**src/rtl/fmul_pkg.sv**
```systemverilog
// Shared definitions for the MIX float units: FSM states, default format
// parameters, width helpers and rounding-mode encodings.
package fmul_pkg;

    typedef enum logic [1:0] {IDLE, MUL, FIN} state_t;

    localparam int DEF_BYTE   = 6;
    localparam int DEF_FBYTES = 4;
    localparam int DEF_DIGIT  = 3;
    localparam int DEF_BIAS   = 32;

    localparam logic RND_NEAR  = 1'b0;
    localparam logic RND_TRUNC = 1'b1;

    function automatic int frac_w(input int bw, input int fbytes);
        return bw * fbytes;
    endfunction

    function automatic int word_w(input int bw, input int fbytes);
        return 1 + bw + bw * fbytes;
    endfunction

    // Two extra bits hold the signed, pre-wrap exponent.
    function automatic int exp_w(input int bw);
        return bw + 2;
    endfunction

endpackage

```
**src/rtl/lzb_count.sv**
```systemverilog
// Leading-zero-byte counter: k = number of all-zero bytes above the first
// non-zero byte, zero = whole word is zero (k is then 0).
module lzb_count
    import fmul_pkg::*;
#(
    parameter int  BYTE = DEF_BYTE,
    parameter int  NB   = 2 * DEF_FBYTES,
    localparam int KW   = $clog2(NB)
) (
    input  logic [NB*BYTE-1:0] p,
    output logic [KW-1:0]      k,
    output logic               zero
);

    logic found;

    always_comb begin
        k     = '0;
        found = 1'b0;
        for (int j = 0; j < NB; j++) begin
            if (!found && (p[(NB-1-j)*BYTE +: BYTE] != '0)) begin
                k     = KW'(j);
                found = 1'b1;
            end
        end
    end

    assign zero = ~found;

endmodule

```
**src/rtl/fmul_radix.sv**
```systemverilog
// Sequential MIX float multiplier: DIGIT-bit shift-and-add, whole-byte
// normalisation, nearest-even or truncate rounding, busy/done handshake.
module fmul_radix
    import fmul_pkg::*;
#(
    parameter int  BYTE   = DEF_BYTE,
    parameter int  FBYTES = DEF_FBYTES,
    parameter int  DIGIT  = DEF_DIGIT,
    parameter int  BIAS   = DEF_BIAS,
    localparam int FRAC   = frac_w(BYTE, FBYTES),
    localparam int W      = word_w(BYTE, FBYTES)
) (
    input  logic         clk,
    input  logic         rst_n,
    input  logic         start,
    input  logic         rnd,
    input  logic [W-1:0] in1,
    input  logic [W-1:0] in2,
    output logic         busy,
    output logic         done,
    output logic [W-1:0] out,
    output logic         overflow,
    output logic         underflow
);

    localparam int EW    = exp_w(BYTE);
    localparam int PW    = 2 * FRAC;
    localparam int NB    = 2 * FBYTES;
    localparam int KW    = $clog2(NB);
    localparam int STEPS = FRAC / DIGIT;
    localparam int CW    = $clog2(STEPS + 1);
    localparam logic signed [EW-1:0] EMAX = EW'((1 << BYTE) - 1);
    localparam logic [FRAC-1:0]      HALF = {1'b1, {(FRAC-1){1'b0}}};

    state_t state_q, state_d;
    logic   load, step, fin;

    logic [FRAC-1:0]        a_q, b_q;
    logic [PW-1:0]          p_q;
    logic                   s_q, rm_q;
    logic signed [EW-1:0]   e_q;
    logic [CW-1:0]          cnt_q;

    logic [W-1:0]           out_q, out_d;
    logic                   ovf_q, ovf_d, unf_q, unf_d, done_q;

    logic [KW-1:0]          k;
    logic                   pzero;
    logic [PW-1:0]          pn;
    logic [FRAC-1:0]        h, r, frac_fin;
    logic [FRAC:0]          h_inc;
    logic                   inc;
    logic signed [EW-1:0]   e_fin;

    always_ff @(posedge clk or negedge rst_n) begin
        if (!rst_n) state_q <= IDLE;
        else        state_q <= state_d;
    end

    always_comb begin
        state_d = state_q;
        load    = 1'b0;
        step    = 1'b0;
        fin     = 1'b0;
        unique case (state_q)
            IDLE: if (start) begin
                load    = 1'b1;
                state_d = MUL;
            end
            MUL: begin
                step = 1'b1;
                if (cnt_q == CW'(STEPS - 1)) state_d = FIN;
            end
            FIN: begin
                fin     = 1'b1;
                state_d = IDLE;
            end
            default: state_d = IDLE;
        endcase
    end

    always_ff @(posedge clk or negedge rst_n) begin
        if (!rst_n) begin
            a_q    <= '0;
            b_q    <= '0;
            p_q    <= '0;
            s_q    <= 1'b0;
            rm_q   <= 1'b0;
            e_q    <= '0;
            cnt_q  <= '0;
            out_q  <= '0;
            ovf_q  <= 1'b0;
            unf_q  <= 1'b0;
            done_q <= 1'b0;
        end else begin
            done_q <= fin;
            if (load) begin
                a_q   <= in1[FRAC-1:0];
                b_q   <= in2[FRAC-1:0];
                s_q   <= in1[W-1] ^ in2[W-1];
                e_q   <= EW'(in1[FRAC +: BYTE]) + EW'(in2[FRAC +: BYTE]) - EW'(BIAS);
                rm_q  <= rnd;
                p_q   <= '0;
                cnt_q <= '0;
            end
            // Multiplier digits are consumed MSB-first, so P shifts up each step.
            if (step) begin
                p_q   <= (p_q << DIGIT) + PW'(a_q[FRAC-1 -: DIGIT]) * PW'(b_q);
                a_q   <= a_q << DIGIT;
                cnt_q <= cnt_q + CW'(1);
            end
            if (fin) begin
                out_q <= out_d;
                ovf_q <= ovf_d;
                unf_q <= unf_d;
            end
        end
    end

    lzb_count #(.BYTE(BYTE), .NB(NB)) u_lzb (
        .p    (p_q),
        .k    (k),
        .zero (pzero)
    );

    always_comb begin
        pn       = p_q << (int'(k) * BYTE);
        h        = pn[PW-1:FRAC];
        r        = pn[FRAC-1:0];
        inc      = (rm_q == RND_NEAR) && ((r > HALF) || ((r == HALF) && h[0]));
        h_inc    = {1'b0, h} + {{FRAC{1'b0}}, inc};
        // A carry out of H renormalises to a single leading one-byte.
        e_fin    = e_q - $signed(EW'(k)) + $signed(EW'(h_inc[FRAC]));
        frac_fin = h_inc[FRAC] ? (FRAC'(1) << (FRAC - BYTE)) : h_inc[FRAC-1:0];
        out_d    = {s_q, e_fin[BYTE-1:0], frac_fin};
        ovf_d    = (e_fin > EMAX);
        unf_d    = (e_fin < 0);
        if (pzero) begin
            out_d = {s_q, {(W-1){1'b0}}};
            ovf_d = 1'b0;
            unf_d = 1'b0;
        end
    end

    assign busy      = (state_q != IDLE);
    assign done      = done_q;
    assign out       = out_q;
    assign overflow  = ovf_q;
    assign underflow = unf_q;

endmodule

```
**config.mk**
```make
export PLATFORM = sky130hd
export DESIGN_NAME = fmul_radix
export DESIGN_NICKNAME = d
export VERILOG_FILES = /design/src/rtl/fmul_pkg.sv /design/src/rtl/lzb_count.sv /design/src/rtl/fmul_radix.sv
export SDC_FILE = /design/constraint.sdc
export NUM_CORES = 1
export LEC_CHECK = 0
export BUFFER_PORTS_ARGS = -buffer_cell sky130_fd_sc_hd__buf_2
export CAP_MARGIN = 15
export CORE_AREA = 4 4 152 154
export CTS_CLUSTER_SIZE = 8
export DETAILED_ROUTE_END_ITERATION = 6
export DIE_AREA = 0 0 156 158
export PLACE_DENSITY = 0.78
export SYNTH_ARGS = -nofsm -noshare
export SYNTH_HDL_FRONTEND = slang
export SYNTH_HIERARCHICAL = 1
export SYNTH_SLANG_ARGS = --single-unit
```
**constraint.sdc**
```tcl
create_clock -name clk -period 7.75 [get_ports clk]
set_clock_uncertainty 0.1 [all_clocks]
set_input_delay 0 -clock clk [delete_from_list [all_inputs] [get_ports clk]]
set_output_delay 0 -clock clk [all_outputs]
set_load 0.01 [all_outputs]
```
==> summary.md <==
| Metric | Value |
|---|---|
| Clock transition at the register clock pins on the worst setup and hold paths after CTS | 0.07 ns |
| Initial Util | 59.0% |
| Worst slack at placement | -0.0444 ns |
| Number of enable-type register cells in the synthesized netlist | 0 |
| Vias in the first global route | 11,100 |
| Total of warnings raised by yosys | 6 |
| Setup slack of the most critical reg-to-reg path | 0.46 ns |
| Endpoint of the worst hold path | e_q[6] |
| Row cnt | 54 |
| Commonest non-fill, non-tap cell in the layout | nand2_1 |
| Bufs on Longest Clock Path | 2 |
| Final count of negative-setup-slack endpoints | 0 |
| Clock Tree Root | clkbuf_16 |
| Number of input and output port buffers inserted | 100 |
| I/O pin count | 101 |
| CP Data Arrival Time | 7.52 ns |
| Post-layout net count | 1,756 |
| Worst IR drop on VDD | 325 µV |
| Dpl hpwl | 25,300 µm |
| Standard cell area after detailed placement | about 14,000 µm² |
| Share of the yosys chip area belonging to registers | 28.5% |
| Register cell area after layout | 3650 µm² |
| Worst R2R Start | p_q[31] |
| Layout cells sized above 1 | between 10% and 20% |
| Count of unique library cells instantiated by Yosys | 90 |
| Max_cap viols | 0 |
| Vias per cell | 6.04 |
| HP Start | in1[29] |
| Worst-Margin Slew | between 0.9 and 1 ns |
| Maximum number of pins on one net before global-route repair | 92 |
| Leakage power | 6.86 nW |
| Most frequent CP cell | ha_1 |
| Depth of the worst register-to-register path | 31 |
| Post-route cell area | ~15,000 µm² |
| Gr usage total | ~29% |
| Floorplan Core Area | 21,700 µm² |
| Unrepaired setup endpoints after global routing | no |
| TritonCTS Sinks | 146 |
| Number of remaining DRC errors | 0 |
| Util after Layout | roughly 69% |
| ANT nets after route | 0 |
| Int Pwr | 4.03 mW |
| Number of levels in the clock H-tree | 4 |
| Psw | 3.95 mW |
| Crit path largest cell delay | about 0.62 ns |
| Wire length of the first global-routing pass | 58,000 µm |
| Top library cells by usage in the layout, fill and taps aside | nand2_1, dfrtp_1, nor2_1 |
| Number of failing hold endpoints at the final stage | 0 |
| Net Sw Frac | between 40% and 50% |
| Kind of end point of the critical path | register |
| Total overflow reported by the global router | 0 |
| Synth Area per Inst | 8.90 µm² |
| Post-synthesis cell area | 12,800 µm² |
| Net count after synthesis | 1,608 |
| PwrDens | about 530 nW/µm² |
| Area added between synthesis and finish | 17.0% |
| Result of the run | finished clean |
| Proportion of synthesized flip-flops having asynchronous set or reset | 100% |
| Post-route worst setup slack | 0.458 ns |
| Proportion of power drawn by flip-flops and latches | 19.0% |
| Kind of start point of the critical path | register |
| Area enclosed by the die boundary | 24,600 µm² |
| Crit path max fanout | 16 |
| Startpoint-to-endpoint class of the critical path | reg -> reg |
| Final-report max-slew violation count | 0 |
| Fraction of power consumed by combinational cells | 69.6% |
| Number of standard cells after synthesis | 1,438 |
| Height of the die | 158 µm |
| Multi-input combinational cell area | 8450 µm² |
| Number of antenna violations at the first check in global routing | 0 |
| Crit share post-route | 94.1% |
| Number of synthesized register bits | 146 |
| Slowest cell on crit path | fa_2 |
| Number of filler cells placed in the layout | 1,652 |
| Drt pass-1 iters | 5 |
| CTS tree | done |
| Endpoint of the most critical register-to-register path | overflow |
| CP Data Required Time | between 7 and 8 ns |
| Average wire per standard cell | 18.7 µm |
| Count of cells along the worst hold path | 5 |
| Type of the tightest min-delay check | in -> reg |
| Final min period | 7.29 ns |
| Relative max-transition margin | between 30% and 40% |
| Post-layout power | 7.97 mW |
| Die outline width | 156 µm |
| Routed vias | 11,400 |
| Num CTS Buffers | 17 |
| Clock latency at the later pin of the worst-skew pair | 0.44 ns |
| Total length of routed wires | about 35,000 µm |
| Final weighted congestion of routability-driven global placement | 0.993 |
| Fmax | 137 MHz |
| Part of the total power dissipated in the clock network | a little under an eighth |
| Iter 0 DRT Violations | ~1,000 |
| Prevailing post-synth register cell | dfrtp_1 |
-- worst max-delay path by stage --
stage	startpoint	cells after the start	end	slack [ns]
final	p_q[31]	31	overflow	0.46
after global routing	p_q[21]	32	overflow	0.02
after CTS	p_q[31]	31	overflow	0.11
after detailed placement	p_q[22]	31	overflow	-0.04
after global placement	p_q[22]	31	overflow	0.24
after floorplan	p_q[31]	34	overflow	0.60
-- cell usage after synthesis (18+ instances only) --
master | count | share of area, %
nor4_1 | 18 | 0.88
nand2_1 | 283 | 8.3
a21o_1 | 18 | 1.1
nor2_1 | 108 | 3.2
xnor2_1 | 46 | 3.1
a22o_1 | 21 | 1.4
nand3_1 | 40 | 1.6
mux4_2 | 25 | 4.4
o21ai_0 | 79 | 3.1
fa_1 | 49 | 7.7
clkbuf_1 | 57 | 1.7
inv_1 | 76 | 2.2
dfrtp_1 | 146 | 29
ha_1 | 55 | 5.4
mux2i_1 | 57 | 4.5
xor2_1 | 19 | 1.3
a21oi_1 | 41 | 1.6
o22ai_1 | 25 | 1.2
-- power groups by stage --
stage          logic, mW  clock network [mW]  registers, mW
2_1_floorplan       4.11                   0           1.47
3_5_place_dp        5.41                   0           1.52
5_1_grt             6.24               0.956           1.58
3_3_place_gp        5.27                   0           1.50
4_1_cts             5.48               0.917           1.51
6_report            5.55               0.907           1.52
-- per-layer routing --
| layer | track usage, % | up-vias | part of all wire [%] |
|---|---|---|---|
| li1 | - | 5362 | - |
| met1 | 40.0 | 5495 | 43 |
| met2 | 48.3 | 444 | 48 |
| met3 | 4.40 | 57 | 6.3 |
| met4 | 9.17 | 0 | 2.5 |
| met5 | 0 | - | 0 |
-- through the flow --
step           TNS, ns  hold slack (ns)  std cells
3_3_place_gp         0           0.0384       1785
3_5_place_dp   -0.0444           0.0343       1785
4_1_cts              0          0.00650       1876
6_report             0           0.0327       1880
2_1_floorplan        0           -0.396       1438
5_1_grt              0            0.103       1879
-- cell type report --
| class | instances | share of cell area (%) |
|---|---|---|
| Multi-Input combinational cell | 1120 | 56.4 |
| Antenna cell | 1 | 0.0167 |
| Clock inverter | 15 | 1.41 |
| Sequential cell | 146 | 24.4 |
| Timing Repair Buffer | 224 | 10.6 |
| Tap cell | 280 | 2.34 |
| Clock buffer | 17 | 2.84 |
| Inverter | 77 | 1.93 |
-- worst max-delay path: cells and delay by family, from the launching register on --
family	cells	cell delay (ns)
compound gates	10	1.70
xor+xnor	1	0.11
fa+ha+maj	5	1.44
buf+inv	4	0.50
flops	1	0.38
simple gates	11	2.91
-- cell families (layout without fill, tap and decap cells) --
logic type      Yosys count  after routing  synth area share [%]
simple gates            557            557                  20.1
compound gates          284            284                  15.2
fa+ha+maj               104            104                  13.0
xor+xnor                 66             66                  4.58
flops                   146            146                  28.5
buf+inv                 172            333                  6.13
other cells               0              1                     0
mux                     109            109                  12.4
-- sequential cells by signal, summed over array words and instances (netlist names) --
name	count
underflow	1
p_q	48
done	1
b_q	24
overflow	1
a_q	24
state_q	2
out	31
s_q	1
e_q	8
cnt_q	4
rm_q	1
-- timing repair --
action | CTS | global route
hold endpoints to repair | 143 | 0
gates cloned | 0 | 0
pin swaps | 0 | 2
setup buffers | 0 | 3
hold buffers | 59 | 0
endpoints found under the setup margin | 1 | 4
gates resized for setup | 1 | 12
Power figures use the tool's default switching activity.
